[config.mk]
export PLATFORM = sky130hd
export DESIGN_NAME = frame_tick_sync
export DESIGN_NICKNAME = d
export VERILOG_FILES = /design/src/rtl/frame_tick_sync.sv
export SDC_FILE = /design/constraint.sdc
export NUM_CORES = 1
export LEC_CHECK = 0
export CELL_PAD_IN_SITES_DETAIL_PLACEMENT = 1
export CELL_PAD_IN_SITES_GLOBAL_PLACEMENT = 1
export CORE_MARGIN = 1.5
export CORE_UTILIZATION = 41
export CTS_BUF_LIST = sky130_fd_sc_hd__clkbuf_4 sky130_fd_sc_hd__clkbuf_8
export DETAILED_ROUTE_END_ITERATION = 8
export GPL_TIMING_DRIVEN = 0
export PLACE_DENSITY = 0.88
export SLEW_MARGIN = 10
export SYNTH_ARGS = -nofsm -noshare
export SYNTH_HDL_FRONTEND = slang
export SYNTH_SLANG_ARGS = --single-unit
[constraint.sdc]
create_clock -name clkin -period 2.1 [get_ports clkin]
set_clock_uncertainty 0.1 [all_clocks]
set_input_delay 0.315 -clock clkin [delete_from_list [all_inputs] [get_ports clkin]]
set_output_delay 0.315 -clock clkin [all_outputs]
set_load 0.02 [all_outputs]
[src/rtl/frame_tick_sync.sv]
// Frame tick consumer: synchronises the divided frame clock, turns its edges into
// one-cycle frame_start strobes and tracks renderer handshake, drops and tick loss.
module frame_tick_sync #(
  parameter int SYNC_STAGES = 2,
  parameter int BOTH_EDGES  = 1,
  parameter int TIMEOUT     = 1000000,
  parameter int FC_W        = 16,
  parameter int DC_W        = 8
) (
  input  logic            clkin,
  input  logic            resetn,
  input  logic            tick_in,
  input  logic            render_done,
  input  logic            overrun_clr,
  output logic            frame_start,
  output logic            frame_busy,
  output logic [FC_W-1:0] frame_count,
  output logic [DC_W-1:0] dropped_count,
  output logic            overrun,
  output logic            tick_lost
);

  localparam int TO_W = (TIMEOUT > 1) ? $clog2(TIMEOUT) : 1;
  localparam logic [TO_W-1:0] TO_MAX = TO_W'(TIMEOUT - 1);

  localparam logic [1:0] ST_IDLE   = 2'd0;
  localparam logic [1:0] ST_START  = 2'd1;
  localparam logic [1:0] ST_RENDER = 2'd2;

  function automatic logic [DC_W-1:0] sat_inc_dc(input logic [DC_W-1:0] v);
    return (&v) ? v : v + 1'b1;
  endfunction

  function automatic logic [TO_W-1:0] sat_inc_to(input logic [TO_W-1:0] v);
    return (v == TO_MAX) ? v : v + 1'b1;
  endfunction

  logic [SYNC_STAGES-1:0] sync_p;
  logic                   hist_p;
  logic                   tick_s;
  logic                   edge_p0;
  logic [1:0]             state;
  logic [1:0]             state_nx;
  logic                   drop;
  logic [TO_W-1:0]        to_cnt;

  // Stage: asynchronous tick_in into the clkin domain, plus edge history
  always_ff @(posedge clkin or negedge resetn) begin
    if (!resetn) begin
      sync_p <= '0;
      hist_p <= 1'b0;
    end else begin
      sync_p <= {sync_p[SYNC_STAGES-2:0], tick_in};
      hist_p <= sync_p[SYNC_STAGES-1];
    end
  end

  assign tick_s  = sync_p[SYNC_STAGES-1];
  assign edge_p0 = (BOTH_EDGES != 0) ? (tick_s ^ hist_p) : (tick_s & ~hist_p);

  // Stage: frame handshake; an edge is consumed either as a new frame or as a drop
  always_comb begin
    state_nx = state;
    drop     = 1'b0;
    case (state)
      ST_IDLE: begin
        if (edge_p0) state_nx = ST_START;
      end
      ST_START: begin
        state_nx = ST_RENDER;
        drop     = edge_p0;
      end
      ST_RENDER: begin
        if (render_done) state_nx = edge_p0 ? ST_START : ST_IDLE;
        else             drop     = edge_p0;
      end
      default: state_nx = ST_IDLE;
    endcase
  end

  always_ff @(posedge clkin or negedge resetn) begin
    if (!resetn) begin
      state         <= ST_IDLE;
      frame_start   <= 1'b0;
      frame_busy    <= 1'b0;
      frame_count   <= '0;
      dropped_count <= '0;
      overrun       <= 1'b0;
    end else begin
      state       <= state_nx;
      frame_start <= (state_nx == ST_START);
      frame_busy  <= (state_nx != ST_IDLE);
      if (state_nx == ST_START) frame_count <= frame_count + 1'b1;
      if (drop) begin
        dropped_count <= sat_inc_dc(dropped_count);
        overrun       <= 1'b1;
      end else if (overrun_clr) begin
        overrun <= 1'b0;
      end
    end
  end

  // Stage: tick watchdog; tick_lost follows the saturated count by one cycle
  always_ff @(posedge clkin or negedge resetn) begin
    if (!resetn) begin
      to_cnt    <= '0;
      tick_lost <= 1'b0;
    end else if (edge_p0) begin
      to_cnt    <= '0;
      tick_lost <= 1'b0;
    end else begin
      to_cnt    <= sat_inc_to(to_cnt);
      tick_lost <= (to_cnt == TO_MAX);
    end
  end

endmodule

# Yosys cells after proc, flatten, opt, wreduce, memory -nomap -nowiden
# Cells that the tools add are included.
[totals]
output_inout_bits = 28
reg_bits = 53
input_bits = 5
[classes]
bitwise = 2
add_sub_neg = 3
mux = 11
eq_ne = 5
reduce_logical = 5
[op_table]
columns = ["cell", "count"]
rows = [
  ["$mux W20", 2],
  ["$add A20 B1 Y20 const B", 1],
  ["$eq A20 B20 Y1 const B", 1],
  ["$add A16 B1 Y16 const B", 1],
  ["$add A8 B1 Y8 const B", 1],
  ["$reduce_and A8 Y1", 1],
  ["$pmux W2 S3", 1],
  ["$mux W1", 5],
  ["$eq A2 B1 Y1 const B", 2],
  ["$mux W2", 2],
  ["$reduce_bool A2 Y1", 2],
  ["$eq A2 B2 Y1 const B", 1],
  ["$logic_not A2 Y1", 1],
  ["$ne A2 B2 Y1 const B", 1],
  ["$pmux W1 S2", 1],
  ["$reduce_and A2 Y1", 1],
  ["$not A1 Y1", 1],
  ["$xor A1 B1 Y1", 1],
]

# Longest topological paths before layout
# Gate-level depths: netlist (run 1).
[logic_depth]
depth_word = 5
ltp_mapped = 8
mapped_depth_nobuf = 7

# Worst setup path after synthesis (run 1)
# Ideal clock, no wire load.
[synth_path]
path_type = "register -> register"
start = "register state[1]"
end = "register frame_count[15]"
t_arrival_ns = 1.942
synth_period_minus_slack_ns = 2.122
slack_ns = -0.022
required_time_ns = 1.921
setup_time_ns = 0.079
path_stages_with_launch = 9
path_cell_list = "dfrtp_1 inv_1 ha_1 nor3_1 or3_1 buf_2 or3_4 nor4_4 xor2_1"
[synth_via]
elab_chain_len = 3
word_cells_on_any_way = 7
[synth_rtl]
columns = ["element", "line", "text"]
rows = [
  ["start: declaration", "42", "logic [1:0] state;"],
  ["start signal: assignment", "90", "state <= state_nx;"],
  ["$eq A2 B2 Y1, or another cell as far along", "65", "case (state)"],
  ["$pmux W2 S3 (*)", "65", ""],
  ["$eq A2 B1 Y1 (*)", "93", "if (state_nx == ST_START) frame_count <= frame_count + 1'b1;"],
  ["end signal: assignment", "93", ""],
  ["end: declaration", "17", "output logic [FC_W-1:0] frame_count,"],
]
# Mark *: on every way between the ends. The rest lies on a longest branch, timed or not.
# A chain may end at the register's enable or synchronous reset.

# Worst setup path after layout (run 1)
[layout_path]
start = "register state[1]"
end = "register frame_count[2]"
# The elaborated chain is that of the path after synthesis.

==> key figures, run 1 <==
Run status
  • Status: complete, but fails checks
  • Violated checks: setup timing

Clock tree
  • Total clock buffers created by CTS: 5
  • CTS tree: yes
  • H-Tree Depth: 2
  • Worst-skew pair later-pin latency: ~0.32 ns
  • CTS max path bufs: 2
  • Clock Pin Slew Worst Setup and Hold Paths: around 0.12 ns
  • Clock sink count: 53
  • Root buf cell: clkbuf_8

Timing
  • Final hold violation count: 0
  • FMAX: slightly above 400 MHz
  • Slew HR: a little under three fifths
  • Final Cycle Share: 116%
  • Final setup vio count: 24
  • Max-slew violation count: 0
  • Slew @ Worst Pin: approximately 0.66 ns
  • Post-route minimum period: about 2.4 ns
  • RSZ-0062 raised after global routing: yes
  • Post-route setup slack: -0.327 ns

Power
  • VDD IR max: between 0.6 and 0.7 mV
  • Static leakage: roughly 0.0015 uW
  • Pwr Density: ~1000 nW/um^2
  • Pwr Total: 3490 uW

Placement
  • IO buf count: 32
  • Setup WS pre-CTS: -0.355 ns
  • Post-DP HPWL: between 3000 and 4000 um
  • Placed cells: 332
  • Routability cong.: approximately 0.76

Detailed routing
  • Drt pass-1 iters: 4
  • DR WL/cell: 22.0 um
  • Vias: about 2000
  • Starting DRT DRC Count: 42
  • Post-Route WL: slightly below 8000 um
  • # DRC: 0
  • Avg Vias per Cell: between 5 and 6
  • Routed Antenna Nets: 0

Floorplanning
  • DIE WIDTH: 80.9 um
  • Boundary Pins: 33
  • CORE AREA: 5890 um^2
  • Die Ht: 80.9 um
  • Starting Density: between 40% and 50%
  • Die area: 6540 um^2
  • Rows: 28

Final layout
  • Nets: roughly 300
  • Fill count: 615
  • Layout Cells excl Fill: ~360
  • Layout cells sized above 1: 22.9%
  • Area Overhead vs Synth: 35.5%
  • N_diodes: 0

Synth
  • EDFF count, synth: 0
  • Cell variety after synth: 40
  • Ys flop type: dfrtp_1
  • Cell Area, Synth: ~2500 um^2
  • Asr flop ratio synth: 100%
  • Syn nets: ~240
  • Syn Inst Count: between 200 and 250
  • Synth warn: 0
  • Sequential area share after synthesis: between 50% and 60%
  • Seq cells post-synth: 53
  • Share of the synthesized area in the top cell type: 53.3%
  • Mean Syn Cell Area: around 11 um^2
  • Largest cells by area after synthesis: dfrtp_1 (53%), xnor2_1 (7.4%), xor2_1 (6.0%), ha_1 (3.5%), nor2_1 (3.2%)
  • Area leader, netlist: dfrtp_1

Global route
  • Largest net degree at the start of global routing: 29
  • Gr usage total: 20.6%
  • First-pass GRT wire length: between 9000 and 10000 um
  • Initial antenna violation count: 0
  • Vias in the first global route: 1994
  • Grt ovf: 0

Critical path
  • Kind of critical path: reg -> reg
  • CP endpoint kind: flop
  • Crit start category: flop
  • Worst path arrival time: around 2.6 ns
  • CP peak stage delay: 0.51 ns
  • Worst Path Max Fanout: 5
  • Worst EP required: between 2 and 2.5 ns
  • Worst-path cell chain: ha_4 -> and3b_2 -> a311oi_2 -> nor3b_4 -> nand2_1 -> xnor2_1
  • Slowest cell on crit path: dfrtp_2

Min path
  • Hold WC Path Type: reg -> reg

Flow run
  • Max-cap violation count: 0
through the flow:
stage	hold WS (ns)	cell area [um^2]	utilization (%)	TNS, ns
final	0.264	3370	57.2	-3.21
after global routing	0.283	3370	57.2	-5.25
after CTS	0.266	3130	53.1	-0.338
after detailed placement	0.245	2930	49.7	-3.56
after global placement	0.237	2910	49.5	-54.15
after floorplan	-0.0806	2500	-	0
cells by family after synthesis:
logic type | count (synthesis) | share of synthesized area [%]
AND/OR/NAND/NOR | 97 | 22.1
multiplexers | 2 | 0.906
adder cells (fa/ha/maj) | 7 | 3.52
flip-flops | 53 | 53.3
AO/OA/AOI/OAI | 20 | 5.59
XOR/XNOR | 38 | 13.4
buffers and inverters | 7 | 1.11
cells in the mapped netlist (3+ instances only):
master and count:
xor2_1 17, nor3_1 5, and4_1 3, and3_1 8, nand4_1 8, nor2_1 21
ha_1 7, a21oi_1 5, inv_1 4, nor3_2 3, dfrtp_1 53, xnor2_1 21
nand3_1 14, nand2_1 18, a31oi_1 3, o21ai_0 4
sequential cells by signal, indices dropped and copies added (netlist names), 2 cells and up:
| register | flops |
|---|---|
| sync_p | 2 |
| frame_count | 16 |
| to_cnt | 20 |
| dropped_count | 8 |
| state | 2 |
worst paths after layout:
check,start,to,slack [ns],cells past startpoint
max,state[1],frame_count[2],-0.33,6
max reg2reg,state[1],frame_count[2],-0.33,6
max in group asynchronous,resetn,to_cnt[13],0.81,3
min in group asynchronous,resetn,frame_count[0],0.46,2
min reg2reg,sync_p[0],sync_p[1],0.26,0
min,sync_p[0],sync_p[1],0.26,0
where the power goes:
part	switching [uW]	leakage (uW)	internal, uW
clock	353	0.0000453	263
sequential	195	0.000708	1170
combinational	746	0.000709	771
layout by cell type (no fill, tap or decap), drive strengths merged, types with 2 or more instances in the layout:
| cell | netlist | final |
|---|---|---|
| clkdlybuf4s50 | 0 | 31 |
| dfrtp | 53 | 53 |
| nor3 | 8 | 8 |
| nand2 | 19 | 19 |
| o21ai | 4 | 4 |
| nand4b | 2 | 2 |
| a311o | 2 | 2 |
| ha | 7 | 7 |
| or3 | 3 | 3 |
| buf | 1 | 21 |
| nor4 | 2 | 2 |
| xor2 | 17 | 17 |
| nand4 | 8 | 8 |
| and4 | 3 | 3 |
| inv | 4 | 4 |
| and2 | 2 | 2 |
| a31oi | 3 | 3 |
| nor2 | 21 | 21 |
| and3 | 8 | 8 |
| clkbuf | 2 | 9 |
| mux2 | 2 | 2 |
| nand3 | 14 | 14 |
| xnor2 | 21 | 21 |
| a21oi | 5 | 5 |
worst max-delay path, delay by kind of cell, from the launching register on:
family | cells | cell delay, ns
DFF | 1 | 0.51
xor gates and xnor gates | 1 | 0.24
AOI/OAI and AO/OA | 1 | 0.46
adders and majority gates | 1 | 0.21
and+or+nand+nor | 3 | 0.82
layer usage:
metal  vias up  GRT usage (%)  part of all wire [%]
met5         -              0                     0
met4         0           9.83                   5.5
met3        31           4.16                   2.7
met2        61           38.0                    55
met1      1033           22.4                    37
li1        908              -                     -
final cells by class:
type / instances / area, um^2 / area share [%]
Timing Repair Buffer: 52 / 520 / 15.5
Tap cell: 75 / 93.8 / 2.79
Sequential cell: 53 / 1330 / 39.5
Inverter: 4 / 17.5 / 0.520
Multi-Input combinational cell: 164 / 1300 / 38.5
Clock inverter: 1 / 7.51 / 0.223
Clock buffer: 7 / 83.8 / 2.49
Buffer: 3 / 18.8 / 0.557
repair_timing:
action	CTS	global route
pin swaps	6	13
setup buffers	5	13
resized for setup	15	26
setup endpoints to repair	16	29
hold endpoints to repair	25	0
hold buffers	1	0
Note: power is estimated with default switching activity, not from simulation.
==> run 2, diff against run 1 <==
--- a/config.mk
+++ b/config.mk
@@ -17,3 +17,4 @@
 export SYNTH_ARGS = -nofsm -noshare
 export SYNTH_HDL_FRONTEND = slang
 export SYNTH_SLANG_ARGS = --single-unit
+export TNS_END_PERCENT = 20
==> run 2 against run 1 <==
The flow still finishes with violations (setup timing). First-iteration DRC count up 71%. Clock power down 3%. Critical path type unchanged. Design area down 5.5%. Highest routed layer unchanged. Core utilization down 3.2 points. Largest power group is now registers.
==> key figures, run 2 (synthesized netlist as in run 1, its figures left out) <==
Clock tree
  • H-Tree Depth: 2 (unchanged)
  • Root buf cell: clkbuf_8
  • CTS tree: yes
  • Clock sink count: 53 (unchanged)
  • Total clock buffers created by CTS: 5 (unchanged)
  • CTS max path bufs: 2 (unchanged)
  • Worst-skew pair later-pin latency: 0.32 ns (about the same)
  • Clock Pin Slew Worst Setup and Hold Paths: 0.11 ns (about the same)

Placement
  • IO buf count: 32 (unchanged)
  • Post-DP HPWL: 3900 um (unchanged)
  • Routability cong.: 0.761 (unchanged)
  • Setup WS pre-CTS: -0.355 ns (unchanged)

Critical path
  • Worst r2r dst: frame_count[15]
  • CP Launch Point: state[1]
  • CP endpoint kind: flop
  • Worst-path cell chain: inv_4 -> ha_4 -> nor3_1 -> or3_1 -> buf_6 -> or3_4 -> nor4_4 -> xor2_1
  • Slowest cell on crit path: dfrtp_2
  • Reg2reg setup slack: -0.18 ns (+0.14 ns)
  • CP endpoint: frame_count[15]
  • Worst Reg2Reg Path Length in Cells: 8 (+2)
  • Worst EP required: 2.24 ns (about the same)
  • Worst path arrival time: 2.42 ns (-0.15 ns)
  • Kind of critical path: reg -> reg
  • FF-to-FF Start: state[1]
  • Crit start category: flop
  • CP peak stage delay: 0.49 ns (-0.02 ns)
  • Worst Path Max Fanout: 6 (+1)

Final layout
  • Most frequent cells in the layout: dfrtp_1 (52), clkdlybuf4s50_1 (31), nor2_1 (21), xnor2_1 (21), nand2_1 (18)
  • Top flop regs: to_cnt: 20 flops, frame_count: 16 flops, dropped_count: 8 flops
  • Most flop-heavy register: to_cnt
  • N_diodes: 0 (unchanged)
  • Layout cells sized above 1: 15.8% (-7.1 points)
  • Fin util: 54.1% (-3.2 points)
  • Nets: 284 (-3.7%)
  • Most common cell after layout, fill and taps aside: dfrtp_1
  • Fill count: 639 (+3.9%)
  • Area Overhead vs Synth: 28.0%
  • Max reg flops: 20 (unchanged)

Floorplanning
  • Die Ht: 80.9 um (unchanged)
  • Boundary Pins: 33 (unchanged)
  • Die area: 6540 um^2 (unchanged)
  • CORE AREA: 5890 um^2 (unchanged)
  • Starting Density: 42.2% (unchanged)
  • Rows: 28 (unchanged)
  • DIE WIDTH: 80.9 um (unchanged)

Timing
  • RSZ-0062 raised after global routing: yes
  • FMAX: 438 MHz (+6.3%)
  • Final hold violation count: 0 (unchanged)
  • Post-route minimum period: 2.28 ns (-0.143 ns)
  • Final Cycle Share: 109% (-6.8 points)
  • Setup TNS: -1.35 ns (+1.86 ns)
  • Final setup vio count: 19 (-21%)
  • Slew @ Worst Pin: 0.634 ns (-0.0229 ns)
  • Slew HR: 57.8% (+1.9 points)
  • Post-route setup slack: -0.184 ns (+0.143 ns)
  • Max-slew violation count: 0 (unchanged)

Detailed routing
  • Routed Antenna Nets: 0 (unchanged)
  • Post-Route WL: 6490 um (-18%)
  • Drt pass-1 iters: 4 (unchanged)
  • DR WL/cell: 18.7 um (-15%)
  • Vias: 1921 (-5.5%)
  • Starting DRT DRC Count: 72 (+71%)
  • Avg Vias per Cell: 5.52 (-2.5%)
  • # DRC: 0 (unchanged)

Global route
  • Initial antenna violation count: 0 (unchanged)
  • Grt ovf: 0 (unchanged)
  • Vias in the first global route: 1989 (-0.25%)
  • Largest net degree at the start of global routing: 29 (unchanged)
  • First-pass GRT wire length: 9900 um (-0.83%)
  • Gr usage total: 20.1% (-0.47 points)

Min path
  • Hold WC Path Type: reg -> reg
  • Hold Crit Depth: 0 (unchanged)

Run status
  • Status: complete, but fails checks
  • Violated checks: setup timing

Flow run
  • Max-cap violation count: 0 (unchanged)

Power
  • Static leakage: 0.00136 uW (-6.8%)
  • VDD IR max: 0.743 mV (+18%)
  • Pwr Total: 3150 uW (-9.7%)
  • Pwr Density: 991 nW/um^2 (-4.4%)
[run 2: cell types whose count changed in the layout (fill, tap and decap cells not counted), moves of 2 or more]
| cell | before | now |
|---|---|---|
| buf_4 | 12 | 7 |
| buf_6 | 5 | 1 |
| buf_12 | 3 | 1 |
| mux2_2 | 0 | 2 |
| mux2_4 | 2 | 0 |
| nand3_1 | 12 | 14 |
| nand3_2 | 2 | 0 |
| nor2_1 | 19 | 21 |
| nor2_2 | 2 | 0 |
| xnor2_1 | 19 | 21 |
| xnor2_2 | 2 | 0 |
[run 2: worst max-delay path, delay by kind of cell, from the launching register on]
kind | cells | cell delay (ns)
XOR/XNOR | 1 | 0.18
adder cells (fa/ha/maj) | 1 | 0.15
buffers and inverters | 2 | 0.26
flip-flops | 1 | 0.49
AND/OR/NAND/NOR | 4 | 1.02
[run 2: worst min-delay path by stage]
stage,from,to
2_1_floorplan,resetn,dropped_count[0]
3_3_place_gp,sync_p[0],sync_p[1]
3_5_place_dp,sync_p[0],sync_p[1]
4_1_cts,sync_p[0],sync_p[1]
5_1_grt,sync_p[0],sync_p[1]
6_report,sync_p[0],sync_p[1]
[run 2: power breakdown]
part           switching (uW)  internal (uW)  leakage [uW]
registers                 183           1170      0.000710
clock network             337            263     0.0000453
logic                     615            592      0.000608
total                    1130           2020       0.00136
[run 2: repair_timing]
| action | in CTS | in global routing |
|---|---|---|
| hold buffers | 1 | 0 |
| buffers inserted | 3 | 4 |
| endpoints found under the hold margin | 25 | 0 |
| resized for setup | 15 | 8 |
| setup endpoints to repair | 16 | 31 |
| pin swaps | 4 | 5 |
[run 2: cell type report]
type / count / area [um^2] / share of cell area, %
clock inverters: 1 / 7.51 / 0.236
plain buffers: 3 / 20.0 / 0.629
well taps: 75 / 93.8 / 2.95
inverters: 4 / 17.5 / 0.551
multi-input cells: 164 / 1230 / 38.8
repair buffers: 41 / 398 / 12.5
flip-flops and latches: 53 / 1330 / 41.7
clock buffers: 7 / 83.8 / 2.63
[run 2: layer usage]
metal / share of wire (%) / GRT usage [%]
met1: 41 / 23.1
met2: 55 / 36.4
met3: 2.3 / 3.60
met4: 2.2 / 8.97
met5: 0 / 0
[run 2: per-stage QoR]
| stage | instance area (um^2) | hold WS [ns] | instances |
|---|---|---|---|
| 6_report | 3180 | 0.263 | 348 |
| 3_5_place_dp | 2930 | 0.245 | 332 |
| 5_1_grt | 3180 | 0.282 | 348 |
| 4_1_cts | 3110 | 0.266 | 344 |
| 3_3_place_gp | 2910 | 0.237 | 331 |
| 2_1_floorplan | 2500 | -0.0806 | 224 |
==> run 3, diff against run 2 <==
--- a/config.mk
+++ b/config.mk
@@ -11,8 +11,8 @@
 export CORE_UTILIZATION = 41
 export CTS_BUF_LIST = sky130_fd_sc_hd__clkbuf_4 sky130_fd_sc_hd__clkbuf_8
 export DETAILED_ROUTE_END_ITERATION = 8
-export GPL_TIMING_DRIVEN = 0
 export PLACE_DENSITY = 0.88
+export SETUP_SLACK_MARGIN = 0.3
 export SLEW_MARGIN = 10
 export SYNTH_ARGS = -nofsm -noshare
 export SYNTH_HDL_FRONTEND = slang
==> constraint.sdc (replaced) <==
create_clock -name clkin -period 1.85 [get_ports clkin]
set_clock_uncertainty 0.1 [all_clocks]
set_input_delay 0.2775 -clock clkin [delete_from_list [all_inputs] [get_ports clkin]]
set_output_delay 0.2775 -clock clkin [all_outputs]
set_load 0.02 [all_outputs]
==> run 3 against run 2 <==
Wire length increased by 23%. Sequential share of layout area decreased by 4.1 points. Combinational power increased by 29%. Non-clock buffer count increased by 27. Largest power group is now combinational logic. Power increased by 28%. Clock power increased by 58%. The flow still finishes with violations (setup timing). Global-route usage increased by 4.1 points. Final cell count increased by 7.8%. Critical path type unchanged.
==> key figures, run 3 (synthesized netlist as in run 1, its figures left out) <==
Clock tree
  • Worst-skew pair later-pin latency: 0.33 ns (about the same)
  • H-Tree Depth: 2 (unchanged)
  • Total clock buffers created by CTS: 5 (unchanged)
  • Clock sink count: 53 (unchanged)
  • Clock Pin Slew Worst Setup and Hold Paths: 0.11 ns (about the same)
  • Root buf cell: clkbuf_8
  • CTS tree: yes
  • CTS max path bufs: 2 (unchanged)

Floorplanning
  • Rows: 28 (unchanged)
  • Die Ht: 80.9 um (unchanged)
  • DIE WIDTH: 80.9 um (unchanged)
  • Die area: 6540 um^2 (unchanged)
  • Starting Density: 42.2% (unchanged)
  • Boundary Pins: 33 (unchanged)
  • CORE AREA: 5890 um^2 (unchanged)

Power
  • Static leakage: 0.00166 uW (+22%)
  • Pwr Density: 1150 nW/um^2 (+16%)
  • VDD IR max: 0.844 mV (+14%)
  • Pwr Total: 4050 uW (+28%)

Final layout
  • Top flop regs: to_cnt: 20 flops, frame_count: 16 flops, dropped_count: 8 flops
  • Layout cells sized above 1: 31.7% (+16 points)
  • Most frequent cells in the layout: dfrtp_1 (50), buf_4 (33), dlygate4sd2_1 (26)
  • Multi-input gate area: 1350 um^2 (+9.5%)
  • Layout Cells excl Fill: 375 (+7.8%)
  • Fill count: 612 (-4.2%)
  • Area Overhead vs Synth: 42.2%
  • Most flop-heavy register: to_cnt
  • Max reg flops: 20 (unchanged)
  • Nets: 311 (+9.5%)
  • Most common cell after layout, fill and taps aside: dfrtp_1
  • N_diodes: 0 (unchanged)
  • Sequential Area: 1330 um^2 (+0.19%)

Placement
  • Post-DP HPWL: 4430 um (+14%)
  • Routability cong.: 0.747 (-1.9%)
  • IO buf count: 32 (unchanged)
  • Placed cells: 358 (+7.8%)

Global route
  • First-pass GRT wire length: 11700 um (+19%)
  • Largest net degree at the start of global routing: 54 (+86%)
  • Vias in the first global route: 2263 (+14%)
  • Initial antenna violation count: 0 (unchanged)
  • Gr usage total: 24.3% (+4.1 points)
  • Grt ovf: 0 (unchanged)

Critical path
  • Worst Reg2Reg Path Length in Cells: 7 (-1)
  • Kind of critical path: reg -> reg
  • Worst EP required: 1.99 ns (-0.25 ns)
  • Worst path arrival time: 2.43 ns (about the same)
  • CP endpoint kind: flop
  • Crit start category: flop
  • Worst Path Max Fanout: 5 (-1)

Timing
  • Final setup vio count: 35 (+16)
  • Max-slew violation count: 0 (unchanged)
  • Post-route setup slack: -0.437 ns (-0.253 ns)
  • Final Cycle Share: 124% (+15 points)
  • Slew @ Worst Pin: 0.660 ns (+0.0262 ns)
  • Slew HR: 55.7% (-2.1 points)
  • Final hold violation count: 0 (unchanged)
  • Post-route minimum period: 2.29 ns (+0.00285 ns)
  • RSZ-0062 raised after global routing: yes
  • Min Hold Slack: 0.262 ns (-0.000927 ns)
  • FMAX: 437 MHz (-0.12%)

Detailed routing
  • Routed Antenna Nets: 0 (unchanged)
  • Starting DRT DRC Count: 105 (+46%)
  • Vias: 2099 (+9.3%)
  • Avg Vias per Cell: 5.60 (+1.4%)
  • # DRC: 0 (unchanged)
  • Post-Route WL: 7970 um (+23%)
  • DR WL/cell: 21.3 um (+14%)
  • Drt pass-1 iters: 4 (unchanged)

Flow run
  • Max-cap violation count: 0 (unchanged)

Min path
  • Hold WC Path Type: reg -> reg
  • Hold Crit Depth: 0 (unchanged)

Run status
  • Violated checks: setup timing
  • Status: complete, but fails checks
==> run 3: area by class of cell <==
class | instances | area share, %
repair buffers | 71 | 17.1
clock buffers | 5 | 1.95
inverters | 4 | 0.566
flip-flops and latches | 53 | 37.6
multi-input cells | 164 | 38.2
well taps | 75 | 2.65
clock inverters | 3 | 1.84
==> run 3: report_power, final <==
group	internal, uW	total, uW	leakage, uW	switching, uW
Sequential	1320	1550	0.000707	223
Combinational	760	1560	0.000888	800
Clock	538	946	0.0000681	408
==> run 3: repair_timing <==
| item | 4_1_cts | 5_1_grt |
|---|---|---|
| endpoints found under the hold margin | 53 | 0 |
| setup buffers | 6 | 2 |
| endpoints found under the setup margin | 76 | 54 |
| resized for setup | 73 | 8 |
| pin swaps | 36 | 7 |
| hold buffers | 1 | 0 |
==> run 3: worst max-delay path: stages (launching register included) <==
cell and delay, ns:
dfrtp_2 0.48, inv_4 0.07, ha_4 0.17, and3b_2 0.22
a311o_1 0.35, or3_4 0.39, nor3_2 0.19, xor2_1 0.23
==> run 3: worst paths after layout <==
path / from / endpoint / slack (ns)
setup reg to reg: state[0] / frame_count[13] / -0.44
hold / removal: sync_p[0] / sync_p[1] / 0.26
min in group asynchronous: resetn / frame_count[11] / 0.45
hold reg to reg: sync_p[0] / sync_p[1] / 0.26
setup / recovery: state[0] / frame_count[13] / -0.44
max in group asynchronous: resetn / to_cnt[1] / 0.94
==> run 3: routing by layer <==
| metal | routed length, um | track usage, % |
|---|---|---|
| met5 | 0 | 0 |
| met1 | 3250 | 27.7 |
| met2 | 4240 | 44.3 |
| met4 | 294 | 12.6 |
| met3 | 187 | 2.92 |
==> run 3: stage by stage <==
step | util, % | worst slack [ns] | setup TNS [ns] | area [um^2]
after floorplan | - | -0.215 | -1.71 | 2500
after global placement | 53.3 | -0.380 | -5.01 | 3140
after detailed placement | 53.3 | -0.470 | -7.34 | 3140
after CTS | 59.0 | -0.282 | -3.36 | 3470
after global routing | 60.1 | -0.495 | -9.47 | 3530
final | 60.1 | -0.437 | -6.13 | 3530
==> patch 1 (flow settings as in run 2) <==
Change the parameter `FC_W` from 16 to 14.
--- a/src/rtl/frame_tick_sync.sv
+++ b/src/rtl/frame_tick_sync.sv
@@ -4,7 +4,7 @@
   parameter int SYNC_STAGES = 2,
   parameter int BOTH_EDGES  = 1,
   parameter int TIMEOUT     = 1000000,
-  parameter int FC_W        = 16,
+  parameter int FC_W        = 14,
   parameter int DC_W        = 8
 ) (
   input  logic            clkin,
Ports: changed (resized frame_count); port bits go from 33 to 31. The function was not compared with the original's and may differ.
==> patch 1 against run 2 <==
The flow still finishes with violations (negative setup slack). Routed wire length down 16%. Highest routed layer unchanged. Count of clock-buffer cells in the layout down 2. Critical endpoint is now frame_count[0]$_DFFE_PN0N_. Worst setup slack better by 0.14 ns. Sequential cell count down 2. Synthesized area down 5.0%. Power down 1.9%. Largest cell class unchanged. Final area down 6.0%.
==> patch 1: results (changes against run 2) <==
placed_design:
  placed_cells: 318  # was 332
  place_ws_ns: -0.242  # was -0.355 ns
  place_area_mm2: 0.00277  # was 0.00293 mm²
  dp_hpwl_um: 3660  # was 3900 µm
  port_buffers: 30  # was 32
  globalplace.congestion: 0.833  # was 0.761
synthesis:
  syn_nets: 227  # was 236
  synth-seq-area-share_pct: 54.1  # was 53.3%
  synth.top_cells.by_count: "dfrtp_1, nor2_1, xnor2_1, nand2_1, nand4_1"  # was dfrtp_1, nor2_1, xnor2_1, nand2_1, xor2_1
  yosys_warnings: 0  # unchanged
  avgSynthCellArea_um2: 11.0  # was 11.1 µm²
  synth_cell_types: 35  # was 40
  ys_async_sr_fraction_pct: 100  # unchanged
  synthTopCellsByArea: "dfrtp_1, xnor2_1, xor2_1"  # unchanged
worst_hold_path:
  hold_class: "reg -> reg"  # unchanged
setup_path:
  cp_slowest_cell: "dfrtp_2"  # unchanged
  critPathArrivalTime_ns: 2.29  # was 2.42 ns
  cpLargestDelayFamily: "simple AND/OR/NAND/NOR gates"  # unchanged
  worstPathMaxFanout: 5  # was 6
  max_stage_delay_ns: 0.46  # was 0.49 ns
power:
  ir_drop_v: 0.000871  # was 0.000743 V
  leakage_nw: 1.28  # was 1.36 nW
outcome:
  outcome: "finished with violations"  # unchanged
  violations: "negative setup slack"  # unchanged
final_layout:
  diodes: 0  # unchanged
  final_layout_size_suffix_gt1_share_pct: 13.7  # was 15.8%
  final_nets: 274  # was 284
  top_regs: "to_cnt x20, frame_count x14, dropped_count x8"  # was to_cnt x20, frame_count x16, dropped_count x8
clocking:
  insertion_delay_ns: 0.32  # about the same
  clk_pin_slew_worst_paths_ns: 0.10
  numCtsBuffers: 5  # unchanged
  cts_root_buffer: "clkbuf_8"  # unchanged
  ctsLongestPathBuffers: 2  # unchanged
  h-tree-depth: 2  # unchanged
detailed_routing:
  via_count: 1762  # was 1921
  firstDrtPassIters: 4  # unchanged
  wirelength_um: 5430  # was 6490 µm
  drtIter0Drc: 33  # was 72
  routedWlPerCell_um: 16.2  # was 18.7 µm
timing:
  setup_slack_ns: -0.0462  # was -0.184 ns
  setup_tns_ns: -0.0546  # was -1.35 ns
  holdWs_ns: 0.261  # was 0.263 ns
  max_slew_margin_pct: 65.1  # was 57.8%
  setup_viol: 3  # was 19
grt:
  grt_pass1_wl_um: 8810  # was 9900 µm
  antenna_found_initial: 0  # unchanged
  grt_pass1_vias: 1890  # was 1989
  grt_max_degree: 34  # was 29
  grt_usage_pct: 18.3  # was 20.1%
[patch 1: final cells by class]
cell class              instances  area [µm²]
fillers                       615        2550
flip-flops and latches         51        1280
multi-input cells             155        1090
repair buffers                 40         387
well taps                      72        90.1
clock buffers                   5        68.8
clock inverters                 3        28.8
plain buffers                   5        27.5
inverters                       4        17.5
[patch 1: cell families after synthesis]
kind of cell,share of synthesized area [%]
simple gates,21.4
flops,54.1
xor+xnor,13.4
compound gates,3.87
buf+inv,1.80
fa+ha+maj,3.71
mux,1.80
[patch 1: what timing repair did]
action	in CTS	in global routing
hold endpoints to repair	18	0
endpoints found under the setup margin	15	21
resized for setup	7	8
gates cloned	0	1
pin swaps	3	7
hold buffers	1	0
setup buffers	4	3
[patch 1: power by group]
part | internal (mW) | switching (mW) | leakage [nW]
clock network | 0.247 | 0.359 | 0.0502
registers | 1.13 | 0.181 | 0.680
logic | 0.595 | 0.582 | 0.554
[patch 1: metal layers]
| layer | GRT usage [%] | wire, µm |
|---|---|---|
| met1 | 21.8 | 2330 |
| met2 | 32.2 | 2850 |
| met3 | 2.76 | 120 |
| met4 | 8.60 | 131 |
| met5 | 0 | 0 |
[patch 1: path summary, 6_finish.rpt]
| path | from | end | depth (start not counted) |
|---|---|---|---|
| setup / recovery | state[1]$_DFF_PN0_ | frame_count[0]$_DFFE_PN0N_ | 8 |
| min in group asynchronous | resetn | to_cnt[5]$_DFFE_PN0P_ | 2 |
| hold / removal | sync_p[0]$_DFF_PN0_ | sync_p[1]$_DFF_PN0_ | 0 |
| max in group asynchronous | resetn | state[1]$_DFF_PN0_ | 3 |
| hold reg to reg | sync_p[0]$_DFF_PN0_ | sync_p[1]$_DFF_PN0_ | 0 |
| setup reg to reg | state[1]$_DFF_PN0_ | frame_count[0]$_DFFE_PN0N_ | 8 |
==> patch 2 (flow settings as in run 2) <==
Without the edit above. Register the output `frame_count` once more; this adds one clock of latency there. The other outputs are not delayed to match.
--- a/src/rtl/frame_tick_sync.sv
+++ b/src/rtl/frame_tick_sync.sv
@@ -26,6 +26,8 @@
   localparam logic [1:0] ST_IDLE   = 2'd0;
   localparam logic [1:0] ST_START  = 2'd1;
   localparam logic [1:0] ST_RENDER = 2'd2;
+
+  logic [FC_W-1:0] frame_count_s0;
 
   function automatic logic [DC_W-1:0] sat_inc_dc(input logic [DC_W-1:0] v);
     return (&v) ? v : v + 1'b1;
@@ -83,14 +85,14 @@
       state         <= ST_IDLE;
       frame_start   <= 1'b0;
       frame_busy    <= 1'b0;
-      frame_count   <= '0;
+      frame_count_s0 <= '0;
       dropped_count <= '0;
       overrun       <= 1'b0;
     end else begin
       state       <= state_nx;
       frame_start <= (state_nx == ST_START);
       frame_busy  <= (state_nx != ST_IDLE);
-      if (state_nx == ST_START) frame_count <= frame_count + 1'b1;
+      if (state_nx == ST_START) frame_count_s0 <= frame_count_s0 + 1'b1;
       if (drop) begin
         dropped_count <= sat_inc_dc(dropped_count);
         overrun       <= 1'b1;
@@ -114,5 +116,9 @@
     end
   end
 
+  always_ff @(posedge clkin) begin
+    frame_count <= frame_count_s0;
+  end
+
 endmodule
 
Formal check against the unedited RTL: not equivalent (a bounded check fails within 4 cycles, from zero or initial values and one cycle with resetn low).
==> patch 2 against run 2 <==
Sequential cell count rose by 16. Final area rose by 12%. Synthesized area rose by 14%. Worst setup slack improved by 0.27 ns. Cell count rose by 7.2%. Via count rose by 3.4%. Power rose by 25%. Routed wire length fell by 4.1%. Largest cell class unchanged.
==> patch 2: results (changes against run 2) <==
synthesis:
  synthTopCellsByArea: "dfrtp_1, dfxtp_1, xnor2_1"  # was dfrtp_1, xnor2_1, xor2_1
  avgSynthCellArea_um2: 12.1  # was 11.1 µm²
  synth-seq-area-share_pct: 58.3  # was 53.3%
  syn_nets: 246  # was 236
  synth_cell_types: 47  # was 40
  ys_async_sr_fraction_pct: 76.8  # was 100%
placed_design:
  globalplace.congestion: 0.802  # was 0.761
  place_area_mm2: 0.00326  # was 0.00293 mm²
  placed_cells: 347  # was 332
  place_ws_ns: -0.120  # was -0.355 ns
setup_path:
  endpoint: "frame_count_s0[1]$_DFFE_PN0N_"  # was frame_count[15]$_DFFE_PN0N_
  worstPathMaxFanout: 6  # unchanged
  r2r_setup_slack_ns: 0.09  # was -0.18 ns
  critPathArrivalTime_ns: 2.15  # was 2.42 ns
  r2r_cells: 6  # was 8
clocking:
  h-tree-depth: 3  # was 2
  insertion_delay_ns: 0.35  # was 0.32 ns
  numCtsBuffers: 9  # was 5
  clk_pin_slew_worst_paths_ns: 0.07  # was 0.11 ns
power:
  leakage_nw: 1.50  # was 1.36 nW
  p_switching_mw: 1.31  # was 1.13 mW
  ir_drop_v: 0.000587  # was 0.000743 V
worst_hold_path:
  holdPathStages: 0  # unchanged
final_layout:
  top_regs: "to_cnt x20, frame_count x16, frame_count_s0 x16"  # was to_cnt x20, frame_count x16, dropped_count x8
  final_layout_size_suffix_gt1_share_pct: 17.4  # was 15.8%
  final_nets: 300  # was 284
grt:
  grt_pass1_wl_um: 10700  # was 9900 µm
  grt_usage_pct: 19.2  # was 20.1%
  grt_pass1_vias: 2144  # was 1989
  grt_max_degree: 37  # was 29
detailed_routing:
  wirelength_um: 6230  # was 6490 µm
  drtIter0Drc: 54  # was 72
  viasPerCell: 5.32  # was 5.52
  via_count: 1986  # was 1921
outcome:
  outcome: "complete, no violations"  # was finished with violations
timing:
  setup_slack_ns: 0.0896  # was -0.184 ns
  holdWs_ns: 0.264  # was 0.263 ns
  tightest_slew_ns: 0.480  # was 0.634 ns
==> patch 2: what timing repair did <==
action | 4_1_cts | 5_1_grt
pin swaps | 3 | 1
endpoints found under the setup margin | 22 | 32
hold endpoints to repair | 17 | 0
hold buffers | 1 | 0
buffers inserted | 7 | 2
resized for setup | 4 | 8
==> patch 2: power groups by stage <==
stage | clock network (mW) | logic [mW] | registers [mW]
final | 1.07 | 1.13 | 1.74
after floorplan | 0 | 0.458 | 1.84
after detailed placement | 0 | 0.989 | 1.75
after global routing | 1.16 | 1.22 | 1.76
after global placement | 0 | 0.935 | 1.74
after CTS | 1.10 | 1.09 | 1.74
==> patch 2: worst max-delay path, cell delays in order, from the launching register on <==
cell and delay, ns:
dfrtp_2 0.49, inv_1 0.11, ha_1 0.23, and3_2 0.26, and2b_2 0.28, nand2_2 0.11, mux2_1 0.32
==> patch 2: cells by family (layout without fill, tap and decap cells) <==
logic type               count (synthesis)  after routing  share of synthesized area [%]
flip-flops                              69             69                           58.3
AO/OA/AOI/OAI                           20             20                           6.29
AND/OR/NAND/NOR                         90             90                           18.5
multiplexers                             3              3                           1.15
XOR/XNOR                                38             38                           11.8
adder cells (fa/ha/maj)                  7              7                           3.10
buffers and inverters                    7             66                          0.930
==> patch 2: area by class of cell <==
cell class | count | area (µm²)
Inverter | 5 | 18.8
Tap cell | 80 | 100
Multi-Input combinational cell | 158 | 1180
Clock inverter | 6 | 63.8
Clock buffer | 10 | 131
Timing Repair Buffer | 43 | 417
Buffer | 2 | 8.76
Sequential cell | 69 | 1650
Fill cell | 707 | 3150
==> patch 2: per-layer routing <==
metal | vias up | global-route usage, % | routed length, µm
met5 | - | 0 | 0
met4 | 0 | 11.9 | 187
met3 | 14 | 4.62 | 205
met2 | 37 | 32.1 | 3190
met1 | 1019 | 22.1 | 2650
li1 | 916 | - | -
